`src/rtl/mem_access_ctrl_if.sv`:
```
// Request and ram-port bundle for mem_access_ctrl.
// slave = the controller, master = the pipeline/ram side driving it.
interface mem_access_ctrl_if;
  // Handshake: the MEM stage raises req_valid_i and holds op/addr/wdata stable
  // while stall_o=1; the transfer finishes in the single cycle with done_o=1,
  // and a request seen during that cycle is not taken.
  logic        req_valid_i;
  logic [2:0]  req_op_i;
  logic [31:0] req_addr_i;
  logic [31:0] req_wdata_i;
  logic        ram_ce_o;
  logic        ram_we_o;
  logic [31:0] ram_addr_o;
  logic [3:0]  ram_sel_o;
  logic [31:0] ram_data_o;
  logic        ram_hit1_i;
  logic        ram_hit2_i;
  logic [31:0] ram_data_i;
  logic        stall_o;
  logic        done_o;
  logic        err_o;
  logic [31:0] rdata_o;

  modport slave (
    input  req_valid_i, req_op_i, req_addr_i, req_wdata_i,
    input  ram_hit1_i, ram_hit2_i, ram_data_i,
    output ram_ce_o, ram_we_o, ram_addr_o, ram_sel_o, ram_data_o,
    output stall_o, done_o, err_o, rdata_o
  );

  modport master (
    output req_valid_i, req_op_i, req_addr_i, req_wdata_i,
    output ram_hit1_i, ram_hit2_i, ram_data_i,
    input  ram_ce_o, ram_we_o, ram_addr_o, ram_sel_o, ram_data_o,
    input  stall_o, done_o, err_o, rdata_o
  );
endinterface

```
`src/rtl/mem_access_ctrl.sv`:
```
// Load/store controller between the MEM stage and a variable-latency word ram.
// Define MEM_TIMEOUT_EN to add a watchdog that aborts RD/WR after TIMEOUT_CYCLES.
module mem_access_ctrl #(
  parameter int unsigned TIMEOUT_CYCLES = 1023
) (
  input  logic             clk,
  input  logic             rst,
  mem_access_ctrl_if.slave bus,
  output logic [2:0]       dbg_state_o
);

  typedef enum logic [2:0] {
    IDLE = 3'd0,
    RD   = 3'd1,
    GAP  = 3'd2,
    WR   = 3'd3,
    DONE = 3'd4
  } state_t;

  localparam logic [2:0] OP_LB  = 3'b000;
  localparam logic [2:0] OP_LBU = 3'b001;
  localparam logic [2:0] OP_LH  = 3'b010;
  localparam logic [2:0] OP_LHU = 3'b011;
  localparam logic [2:0] OP_LW  = 3'b100;
  localparam logic [2:0] OP_SB  = 3'b101;
  localparam logic [2:0] OP_SH  = 3'b110;
  localparam logic [2:0] OP_SW  = 3'b111;

  state_t      state, state_n;
  logic [2:0]  op_q;
  logic [31:0] addr_q;
  logic [15:0] wdata_q;
  logic [31:0] word_q;
  logic        err_q;
  logic        misaligned;
  logic        is_store_q;
  logic        hit;
  logic        tmo;

  // Big-endian lanes: byte offset 0 is bits 31:24, halfword offset 0 is 31:16.
  function automatic logic [31:0] load_extract(input logic [2:0] op,
                                               input logic [1:0] off,
                                               input logic [31:0] w);
    logic [7:0]  b;
    logic [15:0] h;
    b = 8'(w >> (5'd24 - {off, 3'b000}));
    h = 16'(w >> (off[1] ? 5'd0 : 5'd16));
    case (op)
      OP_LB:   load_extract = {{24{b[7]}}, b};
      OP_LBU:  load_extract = {24'h0, b};
      OP_LH:   load_extract = {{16{h[15]}}, h};
      OP_LHU:  load_extract = {16'h0, h};
      default: load_extract = w;
    endcase
  endfunction

  function automatic logic [31:0] store_merge(input logic [2:0] op,
                                              input logic [1:0] off,
                                              input logic [31:0] w,
                                              input logic [15:0] d);
    logic [31:0] mask;
    logic [31:0] data;
    if (op == OP_SB) begin
      mask = 32'hFF00_0000 >> {off, 3'b000};
      data = {d[7:0], 24'h0} >> {off, 3'b000};
    end else begin
      mask = off[1] ? 32'h0000_FFFF : 32'hFFFF_0000;
      data = off[1] ? {16'h0, d} : {d, 16'h0};
    end
    store_merge = (w & ~mask) | (data & mask);
  endfunction

  always_comb begin
    misaligned = 1'b0;
    case (bus.req_op_i)
      OP_LH, OP_LHU, OP_SH: misaligned = bus.req_addr_i[0];
      OP_LW, OP_SW:         misaligned = |bus.req_addr_i[1:0];
      default:              misaligned = 1'b0;
    endcase
  end

  assign is_store_q = op_q[2] & (op_q[1] | op_q[0]);
  assign hit        = bus.ram_hit1_i | bus.ram_hit2_i;

`ifdef MEM_TIMEOUT_EN
  logic [31:0] tmo_cnt;

  always_ff @(posedge clk or posedge rst) begin
    if (rst) begin
      tmo_cnt <= '0;
    end else if ((state_n == RD || state_n == WR) && state_n != state) begin
      tmo_cnt <= '0;
    end else if (state == RD || state == WR) begin
      tmo_cnt <= tmo_cnt + 32'd1;
    end
  end

  assign tmo = (state == RD || state == WR) &&
               (tmo_cnt >= 32'(TIMEOUT_CYCLES) - 32'd1);
`else
  logic unused_timeout_cfg;
  assign tmo                = 1'b0;
  assign unused_timeout_cfg = (TIMEOUT_CYCLES != 0);
`endif

  always_ff @(posedge clk or posedge rst) begin
    if (rst) state <= IDLE;
    else     state <= state_n;
  end

  always_comb begin
    state_n      = state;
    bus.stall_o  = 1'b0;
    bus.ram_ce_o = 1'b0;
    bus.ram_we_o = 1'b0;
    case (state)
      IDLE: begin
        if (bus.req_valid_i) begin
          bus.stall_o = 1'b1;
          if (misaligned)                 state_n = DONE;
          else if (bus.req_op_i == OP_SW) state_n = WR;
          else                            state_n = RD;
        end
      end
      RD: begin
        bus.stall_o  = 1'b1;
        bus.ram_ce_o = 1'b1;
        if (hit)      state_n = is_store_q ? GAP : DONE;
        else if (tmo) state_n = DONE;
      end
      // One idle cycle so the ram restarts its latency count before the write.
      GAP: begin
        bus.stall_o = 1'b1;
        state_n     = WR;
      end
      WR: begin
        bus.stall_o  = 1'b1;
        bus.ram_ce_o = 1'b1;
        bus.ram_we_o = 1'b1;
        if (bus.ram_hit2_i) state_n = DONE;
        else if (tmo)       state_n = DONE;
      end
      DONE:    state_n = IDLE;
      default: state_n = IDLE;
    endcase
  end

  always_ff @(posedge clk or posedge rst) begin
    if (rst) begin
      op_q        <= '0;
      addr_q      <= '0;
      wdata_q     <= '0;
      word_q      <= '0;
      err_q       <= 1'b0;
      bus.rdata_o <= '0;
    end else begin
      case (state)
        IDLE: begin
          if (bus.req_valid_i) begin
            op_q    <= bus.req_op_i;
            addr_q  <= bus.req_addr_i;
            wdata_q <= bus.req_wdata_i[15:0];
            word_q  <= bus.req_wdata_i;
            err_q   <= misaligned;
          end
        end
        RD: begin
          if (hit) begin
            if (is_store_q) word_q <= store_merge(op_q, addr_q[1:0], bus.ram_data_i, wdata_q);
            else            bus.rdata_o <= load_extract(op_q, addr_q[1:0], bus.ram_data_i);
          end else if (tmo) begin
            err_q <= 1'b1;
          end
        end
        WR: begin
          if (!bus.ram_hit2_i && tmo) err_q <= 1'b1;
        end
        default: ;
      endcase
    end
  end

  assign bus.ram_sel_o  = 4'hF;
  assign bus.ram_addr_o = {addr_q[31:2], 2'b00};
  assign bus.ram_data_o = (state == WR) ? word_q : 32'h0;
  assign bus.done_o     = (state == DONE);
  assign bus.err_o      = (state == DONE) && err_q;
  assign dbg_state_o    = state;

endmodule

```
`src/flat_wrapper.sv`:
```
// flat-port wrapper written by rule: the top's interface ports become plain ports
module mem_access_ctrl_flat 
#(
  parameter int unsigned TIMEOUT_CYCLES = 1023
)
  (clk, rst, dbg_state_o, bus_req_valid_i, bus_req_op_i, bus_req_addr_i, bus_req_wdata_i, bus_ram_hit1_i, bus_ram_hit2_i, bus_ram_data_i, bus_ram_ce_o, bus_ram_we_o, bus_ram_addr_o, bus_ram_sel_o, bus_ram_data_o, bus_stall_o, bus_done_o, bus_err_o, bus_rdata_o);
  mem_access_ctrl_if bus_i ();
  input  logic clk;
  input  logic rst;
  output logic [2:0] dbg_state_o;
  input wire logic [$bits(bus_i.req_valid_i)-1:0] bus_req_valid_i;
  input wire logic [$bits(bus_i.req_op_i)-1:0] bus_req_op_i;
  input wire logic [$bits(bus_i.req_addr_i)-1:0] bus_req_addr_i;
  input wire logic [$bits(bus_i.req_wdata_i)-1:0] bus_req_wdata_i;
  input wire logic [$bits(bus_i.ram_hit1_i)-1:0] bus_ram_hit1_i;
  input wire logic [$bits(bus_i.ram_hit2_i)-1:0] bus_ram_hit2_i;
  input wire logic [$bits(bus_i.ram_data_i)-1:0] bus_ram_data_i;
  output wire logic [$bits(bus_i.ram_ce_o)-1:0] bus_ram_ce_o;
  output wire logic [$bits(bus_i.ram_we_o)-1:0] bus_ram_we_o;
  output wire logic [$bits(bus_i.ram_addr_o)-1:0] bus_ram_addr_o;
  output wire logic [$bits(bus_i.ram_sel_o)-1:0] bus_ram_sel_o;
  output wire logic [$bits(bus_i.ram_data_o)-1:0] bus_ram_data_o;
  output wire logic [$bits(bus_i.stall_o)-1:0] bus_stall_o;
  output wire logic [$bits(bus_i.done_o)-1:0] bus_done_o;
  output wire logic [$bits(bus_i.err_o)-1:0] bus_err_o;
  output wire logic [$bits(bus_i.rdata_o)-1:0] bus_rdata_o;
  assign bus_i.req_valid_i = bus_req_valid_i;
  assign bus_i.req_op_i = bus_req_op_i;
  assign bus_i.req_addr_i = bus_req_addr_i;
  assign bus_i.req_wdata_i = bus_req_wdata_i;
  assign bus_i.ram_hit1_i = bus_ram_hit1_i;
  assign bus_i.ram_hit2_i = bus_ram_hit2_i;
  assign bus_i.ram_data_i = bus_ram_data_i;
  assign bus_ram_ce_o = bus_i.ram_ce_o;
  assign bus_ram_we_o = bus_i.ram_we_o;
  assign bus_ram_addr_o = bus_i.ram_addr_o;
  assign bus_ram_sel_o = bus_i.ram_sel_o;
  assign bus_ram_data_o = bus_i.ram_data_o;
  assign bus_stall_o = bus_i.stall_o;
  assign bus_done_o = bus_i.done_o;
  assign bus_err_o = bus_i.err_o;
  assign bus_rdata_o = bus_i.rdata_o;
  mem_access_ctrl #(.TIMEOUT_CYCLES(TIMEOUT_CYCLES)) u_core (.clk(clk), .rst(rst), .bus(bus_i), .dbg_state_o(dbg_state_o));
endmodule
```
`config.mk`:
```
export PLATFORM = sky130hd
export DESIGN_NAME = mem_access_ctrl_flat
export DESIGN_NICKNAME = d
export VERILOG_FILES = /design/src/rtl/mem_access_ctrl_if.sv /design/src/rtl/mem_access_ctrl.sv /design/src/flat_wrapper.sv
export SDC_FILE = /design/constraint.sdc
export NUM_CORES = 1
export LEC_CHECK = 0
export BUFFER_PORTS_ARGS = -buffer_cell sky130_fd_sc_hd__clkbuf_2
export CAP_MARGIN = 10
export CELL_PAD_IN_SITES_DETAIL_PLACEMENT = 1
export CELL_PAD_IN_SITES_GLOBAL_PLACEMENT = 2
export CORE_MARGIN = 2
export CORE_UTILIZATION = 26
export DETAILED_ROUTE_END_ITERATION = 7
export GPL_ROUTABILITY_DRIVEN = 0
export MAX_ROUTING_LAYER = met4
export PLACE_DENSITY_LB_ADDON = 0.1
export SETUP_SLACK_MARGIN = 0.4
export SYNTH_ARGS = -nofsm -noshare
export SYNTH_HDL_FRONTEND = slang
export SYNTH_SLANG_ARGS = --single-unit
```
`constraint.sdc`:
```
create_clock -name clk -period 3.9 [get_ports clk]
set_clock_uncertainty 0.2 [all_clocks]
set_input_delay 0.585 -clock clk [delete_from_list [all_inputs] [get_ports clk]]
set_output_delay 0.585 -clock clk [all_outputs]
set_load 0.02 [all_outputs]
```
# Word-level counts from Yosys, hierarchy flattened
# Cells that the tools add are included.
classes:
  shifts: 4
  addsub: 1
  n_bitwise: 8
  n_mux: 29
  n_reduce_logical: 13
  n_eq_ne: 17
ops:
  columns: ["op", "n"]
  rows:
  - ["$mux W32", 14]
  - ["$pmux W32 S4", 1]
  - ["$and A32 B32 Y32", 2]
  - ["$pmux W32 S2", 1]
  - ["$not A32 Y32", 1]
  - ["$or A32 B32 Y32", 1]
  - ["$shr A32 B5 Y16", 1]
  - ["$shr A32 B5 Y32", 1]
  - ["$shr A32 B5 Y32 const A", 1]
  - ["$shr A32 B5 Y8", 1]
  - ["$eq A3 B2 Y1 const B", 6]
  - ["$eq A3 B3 Y1 const B", 5]
  - ["$mux W3", 5]
  - ["$pmux W3 S4", 1]
  - ["$eq A3 B1 Y1 const B", 2]
  - ["$logic_not A3 Y1", 2]
  - ["$reduce_and A3 Y1", 2]
  - ["$reduce_or A2 Y1", 3]
  - ["$reduce_or A3 Y1", 2]
  - ["$mux W5", 1]
  - ["$sub A5 B5 Y5 const A", 1]
  - ["$ne A2 B1 Y1 const B", 2]
  - ["$ne A2 B2 Y1 const B", 2]
  - ["$pmux W1 S2", 2]
  - ["9 further kinds", 12]
word_totals:
  regBits: 119
  wordCells: 79

# Logic depth before layout (Yosys ltp)
depth:
  ltp_word: 11
  ltp_mapped: 7
  ltp_nobuf: 4

# Worst setup path after synthesis
# Ideal clock, no wire load.
synth_path:
  path_type: "reg2out"
  start: "register u_core.state[0], in the netlist u_core.dbg_state_o[0]"
  end: "output port bus_ram_data_o[22]"
  n_path_buf: 2
  path_stages_with_launch: 6
  t_required_ns: 3.115
  setup_slack_ns: 1.487
  arrival_time_ns: 1.628
  cell_sequence: "dfrtp_1 buf_2 inv_1 nor2_1 clkbuf_1 and3_1"
synth_between:
  elab_chain_len: 2
synth_lines:
  columns: ["element", "line", "text"]
  rows:
  - ["from (decl)", "mem_access_ctrl.sv:29", "state_t state, state_n;"]
  - ["from (signal assigned)", "mem_access_ctrl.sv:108", "else state <= state_n;"]
  - ["$eq A3 B2 Y1", "mem_access_ctrl.sv:185", "assign bus.ram_data_o = (state == WR) ? word_q : 32'h0;"]
  - ["$mux W32", "mem_access_ctrl.sv:185", null]
  - ["to (decl)", "flat_wrapper.sv:22", "output wire logic [$bits(bus_i.ram_data_o)-1:0] bus_ram_data_o;"]
# Every way passes these cells.

# Worst setup path after layout
layout_path:
  start: "register u_core.state[1], in the netlist u_core.dbg_state_o[1]"
  end: "register u_core.word_q[8]"
layout_between:
  elab_chain_len: 3
layout_lines:
  columns: ["element", "line", "text"]
  rows:
  - ["$eq A3 B1 Y1 / $logic_not A3 Y1 (equally long branches)", "mem_access_ctrl.sv:157", "case (state)"]
  - ["$ne A2 B1 Y1 (no line) (tied with other cells)", null, null]
  - ["$reduce_and A4 Y1 (no line)", null, null]
  - ["to (signal assigned)", "mem_access_ctrl.sv:163", "word_q <= bus.req_wdata_i;"]
  - ["to (signal assigned)", "mem_access_ctrl.sv:169", "if (is_store_q) word_q <= store_merge(op_q, addr_q[1:0], bus.ram_data_i, wdata_q);"]
  - ["to (decl)", "mem_access_ctrl.sv:33", "logic [31:0] word_q;"]
# Several ways; a longest one is shown, not always the timed one.
# A chain may end at the register's enable or synchronous reset.

==> results.py <==
metrics = {
    "timing": {
        "hold_violations": 0,
        "slew_headroom": 0.340,
        "min_period_ps": 2930,
        "finalSetupViolations": 0,
        "whs_ps": 154,
        "slew_violations": 0,
        "tightest_slew_ps": 990,
        "tns_ps": 0,
        "max_clock_freq_ghz": 0.341,
        "period_share": 0.751,
        "grt_setup_unrepaired": "false",
    },
    "placement": {
        "io_buffers": 205,
        "dp_hpwl_um": 17400,
        "dp.cells": 1180,
    },
    "worst_setup_path": {
        "reg2reg_slack_ps": 970,
        "critPathBufInv": 0,
        "ff2ff_path_depth": 4,
        "crit_start": "u_core.dbg_state_o[1]",
        "crit_family": "compound AO/OA/AOI/OAI gates",
        "cp_data_required_time_ps": 4040,
        "cp_data_arrival_time_ps": 3070,
        "endpoint": "u_core.word_q[8]",
        "reg2reg_from": "u_core.dbg_state_o[1]",
        "path_class": "flop to flop",
        "rr_endpoint": "u_core.word_q[8]",
        "start_kind": "flop",
        "slowest_stage": "o31ai_4",
        "max_stage_delay_ps": 970,
        "crit_fanout": 24,
        "path_depth": 4,
        "worstSetupEndpointType": "flop",
        "path_cells": "or3b_1 > o31ai_4 > nor2_1 > a31oi_2",
    },
    "hold_path": {
        "whs_path_depth": 3,
        "hold_path.class": "primary input to flop",
    },
    "power": {
        "power_mw": 7.35,
        "irDropWorstVdd_mv": 0.403,
        "leakage_nw": 4.08,
        "powerDensity_nw_per_um2": 913,
    },
    "die": {
        "ios": 212,
        "initial_core_util": 0.263,
        "die_h_um": 160,
        "num_rows": 57,
        "die_w_um": 160,
        "die_area_um2": 25700,
        "core_area_um2": 24100,
    },
    "clocking": {
        "clk_pin_slew_ps": 60,
        "cts_resized": 0,
        "cts_made_buffers": 17,
        "htree_levels": 4,
        "cts_tree": "built",
        "root_buffer": "clkbuf_16",
        "clk_latency_ps": 420,
        "cts.sinks": 119,
        "cts_buffer_depth": 2,
    },
    "synthesis": {
        "yosysMostFrequentCell": "nand2_1",
        "synth_common_cells": "184 x nand2_1, 119 x dfrtp_1, 60 x a21oi_1, 41 x and3_1, 39 x nor2_1",
        "synthesis.instances": 727,
        "synth_edf_count": 0,
        "yosysSeqAreaShare": 0.469,
        "ys_ff_latch": 119,
        "synth_area_um2": 6340,
        "synth_top_cell_by_area": "dfrtp_1",
        "synth.distinct_cells": 46,
        "synth-warning-count": 0,
        "netlist_top_cells_area": "dfrtp_1 47%, nand2_1 11%, a21oi_1 4.7%",
        "ys.flop_type": "dfrtp_1",
        "async_flop_share": 1.00,
        "synth_area_per_cell_um2": 8.73,
        "yosysTopAreaCellShare": 0.469,
    },
    "finish": {
        "n_antenna_cell": 0,
        "multiInputGateArea_um2": 2840,
        "instances_no_fill": 1214,
        "area_growth_pct": 26.8,
        "fillers": 2931,
        "drive_gt1_frac": 0.298,
        "fin_util": 0.334,
        "fin_nets": 981,
        "register_area_um2": 2980,
    },
    "global_route": {
        "grt_pass1_vias": 6405,
        "gr-total-overflow": 0,
        "grt_max_degree": 53,
        "track_usage": 0.190,
        "antenna_found_initial": 0,
        "grt_pass1_wl_um": 36400,
    },
    "route": {
        "drt_first_pass_iters": 4,
        "drt-total-wl_um": 23600,
        "routedWlPerCell_um": 19.4,
        "via_count": 5884,
        "drtAntennaViolNets": 0,
        "route.detailed.drc": 0,
        "first_iter_violations": 268,
        "via_per_inst": 4.85,
    },
    "outcome": {
        "status": "complete, no violations",
    },
    "flow_run": {
        "maxCapViolCount": 0,
    },
}
[registers in the layout, summed over array words and instances, names as in the netlist]
register,flops
u_core.addr_q,32
u_core.bus.rdata_o,32
u_core.dbg_state_o,3
u_core.err_q,1
u_core.op_q,3
u_core.wdata_q,16
u_core.word_q,32
[layer usage]
layer / global-route usage / wire (um)
met1: 0.225 / 10100
met2: 0.324 / 11800
met3: 0.0371 / 1170
met4: 0.0635 / 526
met5: - / 0
[cell type report]
type	count	area share
clock buffer	20	0.0580
clock inverter	12	0.0215
inverter	8	0.00420
multi-input combinational	513	0.353
sequential	119	0.370
tap	324	0.0504
timing repair buffer	218	0.143
[through the flow]
step	worst slack [ps]	instance area [um^2]
6_report	970	8050
5_1_grt	812	8050
4_1_cts	958	8020
3_5_place_dp	974	7380
3_3_place_gp	1150	7380
2_1_floorplan	1490	6360
[placed cells by master, fill, tap and decap left out, drive strengths merged, types with 2 or more instances in the layout]
master	Yosys	final
o31ai	3	3
a22o	15	15
mux2i	16	16
nor3	5	5
clkinvlp	0	3
mux4	2	2
a31oi	17	17
and3	41	41
dfrtp	119	119
o211ai	8	8
nand2	184	184
nor4b	2	2
nor2	39	39
nand3	3	3
or3	21	21
nand2b	4	4
buf	60	12
clkbuf	31	225
or2	2	2
o22a	8	8
a211o	17	17
inv	8	8
bufinv	0	4
clkinv	0	5
o21ai	39	39
conb	2	6
a21oi	61	61
o22ai	9	9
[worst register-to-register path: cells and delay by family (launching register included)]
kind / cells / cell delay, ps
AO/OA/AOI/OAI: 2 / 1170
AND/OR/NAND/NOR: 2 / 930
flip-flops: 1 / 540
[cells by family (layout without fill, tap and decap cells)]
kind of cell / after synthesis / after routing / synth area share
compound gates: 180 / 180 / 0.185
buf+inv: 99 / 258 / 0.0899
flops: 119 / 119 / 0.469
mux: 18 / 18 / 0.0323
other cells: 2 / 6 / 0.00118
simple gates: 309 / 309 / 0.222
[power breakdown]
group          internal, mW  switching (mW)
Sequential             1.84           0.444
Combinational          1.15            2.20
Clock                  1.12           0.607
Total                  4.10            3.25
[worst min-delay path by stage]
| stage | start | to | slack, ps |
|---|---|---|---|
| 2_1_floorplan | u_core.err_q | u_core.err_q | 240 |
| 3_3_place_gp | u_core.addr_q[31] | u_core.addr_q[31] | 260 |
| 3_5_place_dp | u_core.err_q | u_core.err_q | 270 |
| 4_1_cts | bus_req_addr_i[18] | u_core.addr_q[18] | 140 |
| 5_1_grt | bus_req_addr_i[4] | u_core.addr_q[4] | 160 |
| 6_report | bus_req_addr_i[9] | u_core.addr_q[9] | 150 |
[what timing repair did]
item,CTS,global route
setup buffers,0,0
hold endpoints to repair,0,9
hold buffers,0,1
No activity file was read; power rests on OpenSTA's default activity.
